==> src/rtl/regfile_write_arbiter.sv <==
// Round-robin arbiter that shares the single register-file write port among NumReq producers,
// feeding a one-entry commit stage that drives the write port and answers pending-write queries.
module regfile_write_arbiter #(
  parameter int DataWidth  = 16,
  parameter int NumRegs    = 8,
  parameter int IndexWidth = $clog2(NumRegs),
  parameter int NumReq     = 3
) (
  input  logic                             clk,
  input  logic                             rstN,
  input  logic [NumReq-1:0]                reqValid,
  output logic [NumReq-1:0]                reqReady,
  input  logic [NumReq*IndexWidth-1:0]     reqAddr,
  input  logic [NumReq*DataWidth-1:0]      reqData,
  input  logic                             rfStall,
  output logic                             rfWriteEn,
  output logic [IndexWidth-1:0]            rfWriteAddr,
  output logic [DataWidth-1:0]             rfWriteData,
  output logic [$clog2(NumReq)-1:0]        grantId,
  input  logic [IndexWidth-1:0]            queryAddr,
  output logic                             queryPending
);

  localparam int GrantWidth = $clog2(NumReq);
  localparam logic [GrantWidth-1:0] LastReq = GrantWidth'(NumReq - 1);
  localparam logic [GrantWidth:0]   ReqCount = (GrantWidth + 1)'(NumReq);

  typedef enum logic {
    EMPTY = 1'b0,
    FULL  = 1'b1
  } stage_state_t;

  stage_state_t state;
  stage_state_t next_state;

  logic [IndexWidth-1:0] stage_addr;
  logic [DataWidth-1:0]  stage_data;
  logic [GrantWidth-1:0] stage_src;
  logic [GrantWidth-1:0] rr_ptr;

  logic                  stage_full;
  logic                  commit;
  logic                  can_accept;
  logic                  accept;
  logic                  win_found;
  logic [GrantWidth-1:0] winner;
  logic [GrantWidth:0]   cand;

  always_comb begin
    stage_full = (state == FULL);
    commit     = stage_full & ~rfStall;
    can_accept = ~stage_full | commit;
  end

  // Scan from rr_ptr upward with wraparound; the first valid requester wins.
  always_comb begin
    win_found = 1'b0;
    winner    = '0;
    cand      = '0;
    for (int k = 0; k < NumReq; k++) begin
      cand = {1'b0, rr_ptr} + (GrantWidth + 1)'(k);
      if (cand >= ReqCount) begin
        cand = cand - ReqCount;
      end
      if (!win_found && reqValid[cand[GrantWidth-1:0]]) begin
        win_found = 1'b1;
        winner    = cand[GrantWidth-1:0];
      end
    end
  end

  always_comb begin
    accept   = can_accept & win_found;
    reqReady = '0;
    if (rstN && accept) begin
      reqReady[winner] = 1'b1;
    end
  end

  always_comb begin
    next_state = state;
    if (accept) begin
      next_state = FULL;
    end else if (commit) begin
      next_state = EMPTY;
    end
  end

  always_ff @(posedge clk) begin
    if (!rstN) begin
      state <= EMPTY;
    end else begin
      state <= next_state;
    end
  end

  // Stage contents only change on accept, so they stay frozen while the register file stalls.
  always_ff @(posedge clk) begin
    if (!rstN) begin
      stage_addr <= '0;
      stage_data <= '0;
      stage_src  <= '0;
      rr_ptr     <= '0;
    end else if (accept) begin
      stage_addr <= reqAddr[int'(winner)*IndexWidth +: IndexWidth];
      stage_data <= reqData[int'(winner)*DataWidth +: DataWidth];
      stage_src  <= winner;
      rr_ptr     <= (winner == LastReq) ? '0 : winner + 1'b1;
    end
  end

  always_comb begin
    rfWriteEn    = rstN & commit;
    rfWriteAddr  = stage_addr;
    rfWriteData  = stage_data;
    grantId      = stage_src;
    queryPending = rstN & stage_full & (stage_addr == queryAddr);
  end

endmodule
==> config.mk <==
export PLATFORM = sky130hd
export DESIGN_NAME = regfile_write_arbiter
export DESIGN_NICKNAME = d
export VERILOG_FILES = /design/src/rtl/regfile_write_arbiter.sv
export SDC_FILE = /design/constraint.sdc
export NUM_CORES = 1
export LEC_CHECK = 0
export CAP_MARGIN = 30
export CORE_ASPECT_RATIO = 1.25
export CORE_MARGIN = 2
export CORE_UTILIZATION = 35
export CTS_CLUSTER_SIZE = 25
export DETAILED_ROUTE_END_ITERATION = 8
export PLACE_DENSITY = 0.77
export SLEW_MARGIN = 20
export SYNTH_ARGS = -nofsm -noshare
export SYNTH_HDL_FRONTEND = slang
export SYNTH_SLANG_ARGS = --single-unit
==> constraint.sdc <==
create_clock -name clk -period 2.2 [get_ports clk]
set_clock_uncertainty 0.1 [all_clocks]
set_input_delay 0.33 -clock clk [delete_from_list [all_inputs] [get_ports clk]]
set_output_delay 0.33 -clock clk [all_outputs]
set_load 0.03 [all_outputs]
# == After elaboration in Yosys (flattened, before gate mapping) ==
# Index checks and enable logic that the tools add are counted.
# word_totals
out_inout_bits,26
word_cells,60
reg_bits,24
in_bits,66
# classes
bitwise_logic,8
shift,2
add_sub_neg,6
n_mux,21
reduce_logical,7
n_eq_ne,2
multipliers,1
order_cmp,8
# ops
op,n
variable part select 48 x 7 -> 16 bit,1
two-way mux 2 bit,7
less-than comparator 2 x 3 -> 1 bit (second input constant),4
two-way mux 1 bit,9
variable part select 9 x 5 -> 3 bit,1
binary-select mux 1 bit (select 2 bit),3
>= comparator 3 x 2 -> 1 bit (second input constant),2
subtractor 2 bit (second input constant),3
AND 1 bit,5
logical AND 1 bit,4
multiplier 2 x 2 -> 4 bit (second input constant),1
adder 2 x 1 -> 3 bit (second input constant),1
adder 2 x 2 -> 3 bit (second input constant),1
equality test 3 bit,1
two-way mux 3 bit,1
adder 2 x 1 -> 2 bit (second input constant),1
demux 1 bit (select 2 bit),1
equality test 2 bit (second input constant),1
>= comparator 2 x 1 -> 1 bit (second input constant),1
>= comparator 2 bit (second input constant),1
logical NOT 1 bit,2
NOT 1 bit,2
nonzero test 2 bit,1
bitwise OR 1 bit,1

# == Logic depth before layout (Yosys ltp) ==
# logic_depth
word_depth,16
depth_mapped,11
depth_no_buf,8

# == Worst setup path after synthesis ==
# OpenSTA, ideal clock, no wires.
# synth_path
path_type,register to output
start,register rr_ptr[1]
end,output reqReady[1]
required_time_ps,1770
n_path_buf,2
arrival_time_ps,2699
path_stages_with_launch,10
slack_ps,-929
path_cell_list,dfxtp_1 -> inv_1 -> ha_1 -> buf_6 -> mux2_4 -> mux2i_4 -> a311oi_1 -> a21o_1 -> buf_2 -> nor4_1
# synth_via
elab_chain_len,16
word_cells_on_any_way,35
classes_between,add/sub: 5; order compare: 5; mux: 18; bitwise: 1; reduce/logical: 6
# synth_rtl
element,line_no,rtl
start: declaration,39,logic [GrantWidth-1:0] rr_ptr;
start signal: assignment,108,rr_ptr <= (winner == LastReq) ? '0 : winner + 1'b1;
"parallel branches: the longest is 15 deep, another holds adder 2 x 1 -> 3 bit",--,
two-way mux 3 bit *,75,if (rstN && accept) begin
end: declaration,12,"output logic [NumReq-1:0] reqReady,"
# Every way passes the cells marked *. The select of a mux whose other input is x is not followed.

# == Worst setup path after layout ==
# layout_path
start,register rr_ptr[1]
end,output reqReady[0]
# The elaborated chain is that of the path after synthesis.

==> metrics.yaml <==
global_routing:
  grt_max_degree: 23
  grt_pass1_wl_um: 9160
  grt_pass1_vias: 2012
  globalRouteOverflowTotal: 0
  grt_usage: 0.222
  antenna_found_initial: 0
floorplanning:
  die-area_sq_um: 5230
  die_w_um: 65.1
  rows: 27
  num_io_pins: 92
  start_util: 0.366
  core_area_sq_um: 4460
  dieHeight_um: 80.4
sta:
  tightest_slew_ns: 0.347
  hold_viol: 0
  tns_ns: -2.32
  period_minus_slack_ns: 2.65
  fmax_mhz: 378
  setup_viol: 22
  setup_ws_ns: -0.448
  slew-limit-headroom: 0.768
  slew_viol_final: 0
  post-route-period-util: 1.20
  rsz0062_at_grt: "yes"
placement:
  hpwl_um: 4200
  dpl.cell_count: 383
  numPortBuffers: 91
  place.gp.congestion: 0.848
yosys:
  synth_compound_area_frac: 0.340
  synth_seq_area_share: 0.294
  ys_types: 35
  netlist.area_leader.share: 0.294
  ys_async_sr_fraction: 0
  synth_fp_nets: 288
  syn_area_per_cell_sq_um: 7.50
  synthAdderAreaFrac: 0.0306
  ys_ff_latch: 24
  ys.flop_type: "dfxtp_1"
  syn_area_sq_um: 1630
  yosysMostFrequentCell: "o21ai_0"
  synth_top_family_by_area: "compound AO/OA/AOI/OAI gates"
  yosysWarnings: 0
  synth_edf_count: 0
  ys_top_cells_by_area: "dfxtp_1 29%, o21ai_0 12%, a211oi_1 9.2%"
  ys_top_cells_by_count: "39 x o21ai_0, 27 x nand2_1, 24 x dfxtp_1, 24 x nor2_1"
  yosys.area.top_type: "dfxtp_1"
  synthMuxAreaShare: 0.0712
  yosys.area_share.simple: 0.181
  netlist_instances: 218
  synthXorXnorAreaFrac: 0.0161
critical_path:
  cp.arrival_ns: 2.22
  crit_path_end_kind: "primary output"
  required_ns: 1.77
  worstSetupPathType: "reg -> out"
  worstPathMaxFanout: 5
  startpoint_type: "register"
cells_and_area:
  nNetsFinal: 406
  area_delta_synth_final_pct: 90.6
  fillers: 373
  stdcell_count: 393
  drive_above_1_share: 0.263
  diodes: 0
cts:
  clock_sinks: 24
  holdBufCountCts: 0
  clkLatencyLatePin_ns: 0.27
  numCtsBuffers: 3
  cts_tree: "done"
  clock_path_buffers: 2
  clock_tree.root_cell: "clkbuf_8"
  cts_max_level: 1
  path_clk_slew_ns: 0.09
power_and_ir_drop:
  peakVddDrop_uv: 1060
  leakage_nw: 1.18
  seq_power_share: 0.172
  p_per_area_nw_per_um2: 1320
  p_switching_mw: 1.83
  intPower_mw: 2.30
  netSwitchingFraction: 0.443
  p_comb_frac: 0.732
  clkPwrFrac: 0.096
  power.total_mw: 4.12
route:
  drtIter0Drc: 81
  routedWlPerCell_um: 14.6
  via_per_inst: 5.21
  drc: 0
  finalWirelength_um: 5750
  vias: 2046
  drt_pass1_iterations: 4
  ant_nets: 0
run_status:
  violations: "setup timing"
  status: "complete, but fails checks"
worst_hold_path:
  hold_path.class: "reg -> reg"
flow_run:
  drv_cap: 0
state kept, by name (all words and copies together), names as in the netlist:
register / count
rfWriteData: 16
rr_ptr: 2
rfWriteAddr: 3
grantId: 2
stage_full: 1
power groups by stage:
stage	sequential [mW]	clock, mW	combinational, mW
global placement	0.695	0	2.59
finish	0.707	0.396	3.02
CTS	0.707	0.408	2.92
detailed placement	0.700	0	2.62
global route	0.730	0.426	3.26
floorplan	0.955	0	1.38
cell type report:
type,count,area (sq um),share of cell area
clock buffers,3,41.3,0.0133
clock inverters,1,30.0,0.00964
inverters,4,20.0,0.00643
multi-input cells,173,1210,0.389
flip-flops and latches,24,488,0.157
well taps,58,72.6,0.0233
repair buffers,130,1250,0.401
final timing paths:
check / start / endpoint / slack [ns] / depth (start not counted)
max: rr_ptr[1]$_SDFFE_PN0P_ / reqReady[0] / -0.45 / 8
min: rfWriteData[2]$_SDFFE_PN0P_ / rfWriteData[2]$_SDFFE_PN0P_ / 0.35 / 2
max reg2reg: rr_ptr[1]$_SDFFE_PN0P_ / rfWriteData[8]$_SDFFE_PN0P_ / -0.09 / 9
min reg2reg: rfWriteData[2]$_SDFFE_PN0P_ / rfWriteData[2]$_SDFFE_PN0P_ / 0.35 / 2
placed cells by master, fill, tap and decap left out, types with 4 or more instances in the layout:
cell type / count
clkdlybuf4s50_1: 85
o21ai_0: 37
buf_4: 33
nand2_1: 27
nor2_1: 24
o21ai_1: 22
dfxtp_1: 22
a211oi_2: 11
a211oi_1: 9
buf_6: 8
a21oi_1: 4
cell families after synthesis:
| logic type | Yosys count |
|---|---|
| buf+inv | 21 |
| mux | 8 |
| fa+ha+maj | 4 |
| xor+xnor | 3 |
| flops | 24 |
| compound gates | 92 |
| simple gates | 66 |
layer usage:
layer | part of all wire | wire, um | global-route usage | vias up
met1 | 0.42 | 2410 | 0.263 | 938
met2 | 0.50 | 2860 | 0.406 | 83
met3 | 0.063 | 362 | 0.0322 | 10
met4 | 0.020 | 113 | 0.0729 | 0
li1 | - | - | - | 1015
met5 | 0 | 0 | 0 | -
critical path: stages, from the launching register on:
cell and delay (ns):
dfxtp_4 0.37, inv_4 0.06, ha_4 0.17, mux2_4 0.33, mux2i_4 0.23, a311oi_2 0.16, a21oi_1 0.22, and3_2 0.26
buf_6 0.14
timing repair:
| action | CTS | global route |
|---|---|---|
| pin swaps | 12 | 0 |
| endpoints found under the setup margin | 26 | 25 |
| setup buffers | 5 | 2 |
| gates resized for setup | 32 | 14 |
through the flow:
step                      cell area (sq um)  hold slack (ns)  setup WS (ns)  utilization
after floorplan                        1680            0.363         -0.300            -
after detailed placement               2810            0.343         -0.421        0.630
final                                  3110            0.350         -0.448        0.698
after global routing                   3110            0.377         -0.536        0.698
after global placement                 2810            0.336         -0.384        0.630
after CTS                              3060            0.356         -0.384        0.686
Note: power is estimated with default switching activity, not from simulation.
